### src/rtl/window_3x3_pkg.sv
// Shared pixel-stream constants and types for the 3x3 window and the gauss stage.
// Both stages must agree on pixel width and default frame geometry.
package window_3x3_pkg;

  localparam int unsigned PixW    = 8;
  localparam int unsigned DefImgW = 128;
  localparam int unsigned DefImgH = 128;
  localparam int unsigned WinTaps = 9;

  typedef logic [PixW-1:0] pix_t;

  // Tap k lives at [k]; tap 0 is top-left, tap 4 centre, tap 8 bottom-right.
  typedef logic [WinTaps-1:0][PixW-1:0] win_t;

  // Index width that stays legal for tiny depths.
  function automatic int unsigned idx_w(input int unsigned n);
    return (n > 1) ? $clog2(n) : 1;
  endfunction

endpackage

### src/rtl/window_3x3_line_buffer.sv
// One image row of pixel storage: a single write port and an asynchronous read port.
// Contents are deliberately not reset; the window logic never exposes unwritten entries.
module line_buffer
  import window_3x3_pkg::*;
#(
  parameter int unsigned Depth = DefImgW,
  parameter int unsigned Width = PixW
) (
  input  logic                      clk_i,
  input  logic                      we_i,
  input  logic [idx_w(Depth)-1:0]   waddr_i,
  input  logic [Width-1:0]          wdata_i,
  input  logic [idx_w(Depth)-1:0]   raddr_i,
  output logic [Width-1:0]          rdata_o
);

  logic [Width-1:0] mem_q [Depth];

  always_ff @(posedge clk_i) begin
    if (we_i) begin
      mem_q[waddr_i] <= wdata_i;
    end
  end

  assign rdata_o = mem_q[raddr_i];

endmodule

### src/rtl/window_3x3.sv
// Raster-scan 3x3 window generator: two line buffers feed a 3x3 register array,
// producing one window per interior pixel with valid/ready flow control.
module window_3x3
  import window_3x3_pkg::*;
#(
  parameter int unsigned IMG_W = DefImgW,
  parameter int unsigned IMG_H = DefImgH
) (
  input  logic            clk_i,
  input  logic            rst_i,
  input  logic [PixW-1:0] pix_i,
  input  logic            pix_valid_i,
  output logic            pix_ready_o,
  output logic [PixW-1:0] data_o_0,
  output logic [PixW-1:0] data_o_1,
  output logic [PixW-1:0] data_o_2,
  output logic [PixW-1:0] data_o_3,
  output logic [PixW-1:0] data_o_4,
  output logic [PixW-1:0] data_o_5,
  output logic [PixW-1:0] data_o_6,
  output logic [PixW-1:0] data_o_7,
  output logic [PixW-1:0] data_o_8,
  output logic            win_valid_o,
  input  logic            win_ready_i,
  output logic            frame_done_o
);

  localparam int unsigned ColW = idx_w(IMG_W);
  localparam int unsigned RowW = idx_w(IMG_H);
  localparam logic [ColW-1:0] ColLast = ColW'(IMG_W - 1);
  localparam logic [RowW-1:0] RowLast = RowW'(IMG_H - 1);

  logic [ColW-1:0] col_q, col_d;
  logic [RowW-1:0] row_q, row_d;
  win_t            win_q, win_d;
  logic            win_valid_q, win_valid_d;
  logic            frame_done_q, frame_done_d;

  pix_t lb0_rd, lb1_rd;
  logic accept, col_last, row_last, win_qual;

  // Ready stays low during reset so nothing is accepted before the counters clear.
  assign pix_ready_o = !rst_i && (!win_valid_q || win_ready_i);
  assign accept      = pix_valid_i && pix_ready_o;
  assign col_last    = (col_q == ColLast);
  assign row_last    = (row_q == RowLast);
  assign win_qual    = (row_q >= RowW'(2)) && (col_q >= ColW'(2));

  // LB0 holds row-1, LB1 holds row-2; LB1 is refilled from LB0's pre-write value.
  line_buffer #(
    .Depth (IMG_W),
    .Width (PixW)
  ) u_lb0 (
    .clk_i   (clk_i),
    .we_i    (accept),
    .waddr_i (col_q),
    .wdata_i (pix_i),
    .raddr_i (col_q),
    .rdata_o (lb0_rd)
  );

  line_buffer #(
    .Depth (IMG_W),
    .Width (PixW)
  ) u_lb1 (
    .clk_i   (clk_i),
    .we_i    (accept),
    .waddr_i (col_q),
    .wdata_i (lb0_rd),
    .raddr_i (col_q),
    .rdata_o (lb1_rd)
  );

  always_comb begin
    col_d = col_q;
    row_d = row_q;
    if (accept) begin
      if (col_last) begin
        col_d = '0;
        row_d = row_last ? '0 : row_q + RowW'(1);
      end else begin
        col_d = col_q + ColW'(1);
      end
    end
  end

  always_comb begin
    win_d = win_q;
    if (accept) begin
      for (int r = 0; r < 3; r++) begin
        win_d[3*r]     = win_q[3*r + 1];
        win_d[3*r + 1] = win_q[3*r + 2];
      end
      win_d[2] = lb1_rd;
      win_d[5] = lb0_rd;
      win_d[8] = pix_i;
    end
  end

  // A qualifying accept replaces a consumed window in the same cycle, so no bubble.
  always_comb begin
    win_valid_d = win_valid_q;
    if (accept) begin
      win_valid_d = win_qual;
    end else if (win_ready_i) begin
      win_valid_d = 1'b0;
    end
    frame_done_d = accept && col_last && row_last;
  end

  always_ff @(posedge clk_i) begin
    if (rst_i) begin
      col_q        <= '0;
      row_q        <= '0;
      win_q        <= '0;
      win_valid_q  <= 1'b0;
      frame_done_q <= 1'b0;
    end else begin
      col_q        <= col_d;
      row_q        <= row_d;
      win_q        <= win_d;
      win_valid_q  <= win_valid_d;
      frame_done_q <= frame_done_d;
    end
  end

  assign win_valid_o  = win_valid_q;
  assign frame_done_o = frame_done_q;
  assign data_o_0     = win_q[0];
  assign data_o_1     = win_q[1];
  assign data_o_2     = win_q[2];
  assign data_o_3     = win_q[3];
  assign data_o_4     = win_q[4];
  assign data_o_5     = win_q[5];
  assign data_o_6     = win_q[6];
  assign data_o_7     = win_q[7];
  assign data_o_8     = win_q[8];

endmodule

### config.mk
export PLATFORM = sky130hd
export DESIGN_NAME = window_3x3
export DESIGN_NICKNAME = d
export VERILOG_FILES = /design/src/rtl/window_3x3_pkg.sv /design/src/rtl/window_3x3_line_buffer.sv /design/src/rtl/window_3x3.sv
export SDC_FILE = /design/constraint.sdc
export NUM_CORES = 2
export LEC_CHECK = 0
export ABC_AREA = 1
export CORE_MARGIN = 2
export CORE_UTILIZATION = 40
export DETAILED_ROUTE_END_ITERATION = 10
export SETUP_SLACK_MARGIN = 0.2
export SLEW_MARGIN = 25
export SYNTH_ARGS = -nofsm -noshare
export SYNTH_HDL_FRONTEND = slang
export SYNTH_HIERARCHICAL = 1
export SYNTH_SLANG_ARGS = --single-unit
### constraint.sdc
create_clock -name clk_i -period 3.5 [get_ports clk_i]
set_clock_uncertainty 0.15 [all_clocks]
set_input_delay 0.7 -clock clk_i [delete_from_list [all_inputs] [get_ports clk_i]]
set_output_delay 0.7 -clock clk_i [all_outputs]
set_load 0.1 [all_outputs]
; ---- After elaboration in Yosys (flattened, before gate mapping)
; Memories as Yosys holds them, arrays and structs flattened. A register that Yosys moved wholly into a read port is not among the register bits.
; Index checks and enable logic that the tools add are counted.
[word_totals]
regBits = 80
n_memories = 2
word_cells = 38
output_inout_bits = 75
ram_bits = 2048
[classes]
n_mux = 8
add_sub_neg = 2
n_lt_le_gt_ge = 2
reduce_logical = 10
n_eq_ne = 2
[mem_list]
columns = memory, depth, width, read_ports, rd_clocked_by_memory_dff, wr, line_no
row1 = u_lb0.mem_q, 128, 8, 1, 1, 1, window_3x3_line_buffer.sv:17  ; logic [Width-1:0] mem_q [Depth];
row2 = u_lb1.mem_q, 128, 8, 1, 1, 1, window_3x3_line_buffer.sv:17
[ops]
columns = operator, n
row1 = $mux W7, 4
row2 = $add A7 B1 Y7 const B, 2
row3 = $eq A7 B7 Y1 const B, 2
row4 = $ge A7 B2 Y1 const B, 2
row5 = $logic_and A1 B1 Y1, 5
row6 = $mux W1, 4
row7 = $logic_not A1 Y1, 2
row8 = $reduce_and A2 Y1, 1
row9 = $reduce_bool A2 Y1, 1
row10 = $logic_or A1 B1 Y1, 1

; ---- Longest topological paths before layout
[logic_depth]
ltp_word = 6
depth_mapped = 16
ltp_nobuf = 13

; ---- Cells and area by module
; Netlist, hierarchy kept.
[modules_own_cells]
columns = mod, seq_area_each_um2, n_inst, area_each_um2, cells_per_inst
row1 = line_buffer, 30749.5, 2, 41944.0, 3567
row2 = window_3x3, 1761.7, 1, 3309.4, 416

; ---- Worst setup path after synthesis
; No wires, ideal clock.
[synth_timing]
path_kind = register -> register
from = register col_q[0] (netlist name)
to = memory u_lb1/mem_q[0][0] (netlist bit) (data pin)
synth_period_minus_slack_ns = 3.834
setup_ns = 0.514
stages_incl_launch_ff = 14
t_arrival_ns = 3.170
n_path_buf = 3
slack_ns = -0.334
cell_sequence = dfxtp_1 > buf_6 > buf_4 > buf_2 > nand2_1 > nand3_1 > nand3_1 > nand3_1 > nand2_1 > nand2_1 > nand3_1 > nand2_1 > nand2_1 > nand2_1
[synth_lines]
columns = element, line_no
row1 = to (decl), window_3x3_line_buffer.sv:17

==> key figures <==
Outcome
  – Status: completed

Placement
  – Post-DP HPWL: 141 mm
  – IO Port Bufs: 86
  – Placed Instances: 10500
  – RD Place Congestion: 0.856
  – Placed inst area: 93500 sq um

Worst setup path
  – Max stage delay on crit path: 0.44 ns
  – CP endpoint kind: flop
  – R2R setup slack: 0.25 ns
  – RR Endpoint: u_lb1/mem_q[8][2]
  – Worst path top cell family by delay: simple AND/OR/NAND/NOR gates
  – Slowest CP cell: dfxtp_4
  – Worst EP required: 4.02 ns
  – Reg2reg start: col_q[0]
  – CP Class: flop to flop
  – Critical Path AT: 3.77 ns
  – Worst reg2reg path depth: 15
  – Worst-path fanout max: 50
  – Most frequent cell on the critical path: buf_12
  – Worst setup SP type: flop
  – Buf+Inv Stages, Crit Path: 5
  – Critical-path cell list: buf_12 -> buf_12 -> buf_12 -> nand2_1 -> nand3_1 -> nand3_1 -> nand3_1 -> nand2_1 -> nand2_1 -> nand3_1 -> nand2_1 -> nand2_2 -> nand2_8 -> buf_12 -> buf_12

Die
  – Rows: 171
  – Core Box Area: 217000 sq um
  – DIE AREA: 222000 sq um
  – Die height: 471 microns
  – IO Count: 87
  – Die X: 471 microns
  – Initial Util: 40.2%

Worst hold path
  – Worst Hold End: u_lb0/mem_q[11][7]
  – Min-delay src: pix_i[7]
  – HP Class: input pin to flop
  – Hold Path Cell Cnt: 1

STA
  – Final Hold Vio Count: 0
  – Setup TNS: 0 ns
  – Slew Limit Fails: 0
  – Tcrit/Tclk final: 92.9%
  – RSZ-0062 raised after global routing: true
  – Worst Tran Pin Value: 0.858 ns
  – Final setup violation count: 0
  – Final min period: 3.25 ns
  – Max Clk Rate: 307 MHz
  – Hold_ws: 0.155 ns
  – Max-slew headroom: 42.8%

Cells and area
  – FF/Latch Area: 63300 sq um
  – Nets@finish: 7869
  – Synthesis-to-finish area growth: 15.4%
  – Fill cells: 19500
  – Area of the multi-input gates: 20900 sq um
  – Layout cells sized above 1: 11.2%
  – Fin area: 101000 sq um
  – Cell Count, Final, Fillers Out: 10900

Clock network
  – Clk root buf: clkbuf_16
  – Clock Path Buffers: 3
  – Clk sinks: 2136
  – Latest clock arrival within the worst-skew pair: 0.83 ns
  – H-tree depth: 4
  – Cts hold-fix bufs: 0
  – Clock transition at path regs: 0.06 ns
  – TritonCTS buffer count: 207
  – CTS tree: done

Synthesis
  – Number of synthesized register bits: 2136
  – Post-synthesis cell count: 7550
  – Top cells by count, synth: nand2_1, edfxtp_1, nand3_1
  – Part of the Yosys area used for sequential elements: 72.5%
  – Async S/R FF share, synth: 0%
  – Syn Nets: 7566
  – Count leader, synth: nand2_1
  – EDFF count, synth: 2048
  – Post-synth cell types: 24
  – Synth Flop Type: edfxtp_1
  – Synth area leader: edfxtp_1
  – Main area contributors after synthesis: edfxtp_1, nand3_1, nand2_1
  – Ys Warns: 6
  – Synthesized cell area: 87200 sq um
  – Syn_area_per_cell: 11.5 sq um
  – Yosys top cell area share: 70.5%

Global routing
  – Largest net degree at the start of global routing: 149
  – First-pass GRT wire length: 352 mm
  – Grt ovf: 0
  – GRT Util Overall: 20.6%
  – Vias in the first global route: 55700
  – Initial antenna violation count: 0

Routing
  – Drt pass-1 iters: 7
  – ANT nets after route: 0
  – DR vias: 58500
  – 1st-iter DRT viols: 6588
  – Drt via density: 5.37
  – WL final: 237 mm
  – Residual DRC: 0
  – DR WL/cell: 21.8 microns

Power
  – Pleak: 0.0361 uW
  – Total chip power: 55700 uW
  – Worst VDD drop: 0.549 mV
  – Power per Cell Area: 554 nW/um^2

Run
  – Max-Cap Viols: 0
-- report_power, final --
| group | leakage, uW | internal (uW) | switching [uW] |
|---|---|---|---|
| registers | 0.0191 | 28400 | 61.7 |
| clock network | 0.00332 | 12900 | 9540 |
| logic | 0.0136 | 1250 | 3550 |
-- registers in the layout (all words and copies together) (netlist names), 7 cells and up --
name / count
u_lb1/mem_q: 1024
col_q: 7
data_o_6: 8
data_o_1: 8
data_o_0: 8
data_o_4: 8
data_o_2: 8
row_q: 7
u_lb0/mem_q: 1024
data_o_8: 8
data_o_5: 8
data_o_3: 8
data_o_7: 8
-- cell usage in the layout, fill, tap and decap left out, drive strengths merged --
master            n
nor2            294
o21ai            50
diode             1
nand2          2514
bufinv           22
ha                4
nand3          1921
clkinvlp          4
clkinv           82
xnor2             2
clkbuf          286
inv              95
nand4             3
edfxtp         2048
xor2              2
clkdlybuf4s50     3
dfxtp            88
a21oi            33
buf             569
nor3             17
-- cells by family (layout without fill, tap and decap cells) --
group | after synthesis | in the layout | synth area share [%]
flip-flops | 2136 | 2136 | 72.5
buffers and inverters | 576 | 1061 | 3.62
XOR/XNOR | 4 | 4 | 0.0402
other | 0 | 1 | 0
AO/OA/AOI/OAI | 83 | 83 | 0.476
AND/OR/NAND/NOR | 4747 | 4749 | 23.3
adder cells (fa/ha/maj) | 4 | 4 | 0.0574
-- metal layers --
layer / GRT usage [%] / share of wire (%) / vias up / routed length, microns
li1: - / - / 27100 / -
met1: 28.9 / 42 / 28800 / 100000
met2: 33.7 / 48 / 2174 / 114000
met3: 2.71 / 6.9 / 370 / 16300
met4: 5.90 / 2.8 / 0 / 6580
met5: 0 / 0 / - / 0
-- stage by stage --
stage	utilization, %	setup slack [ns]
2_1_floorplan	-	0.417
5_1_grt	46.4	0.153
6_report	46.4	0.247
3_3_place_gp	43.1	0.156
4_1_cts	46.2	0.177
3_5_place_dp	43.1	0.154
-- repair_timing --
action	CTS	global route
endpoints found under the setup margin	4	382
cloned	0	8
buffers inserted	0	7
hold endpoints to repair	0	0
pin swaps	0	2
resized for setup	1	18
-- area by class of cell --
class,instances,share of cell area (%)
flip-flops and latches,2136,62.9
multi-input cells,4840,20.8
clock buffers,281,5.60
repair buffers,577,5.60
well taps,2854,3.55
clock inverters,112,1.16
inverters,90,0.403
repair inverters,1,0.0112
diodes,1,0.00249
-- worst max-delay path by stage --
stage / from / to / slack (ns) / cells after the start
4_1_cts: col_q[0] / data_o_2[4] / 0.18 / 16
2_1_floorplan: col_q[0] / data_o_5[0] / 0.42 / 15
6_report: col_q[0] / u_lb1/mem_q[8][2] / 0.25 / 15
3_5_place_dp: win_ready_i / u_lb0/mem_q[108][1] / 0.15 / 10
3_3_place_gp: col_q[0] / data_o_2[2] / 0.16 / 16
5_1_grt: col_q[0] / u_lb1/mem_q[8][2] / 0.15 / 15
Note: power is estimated with default switching activity, not from simulation.
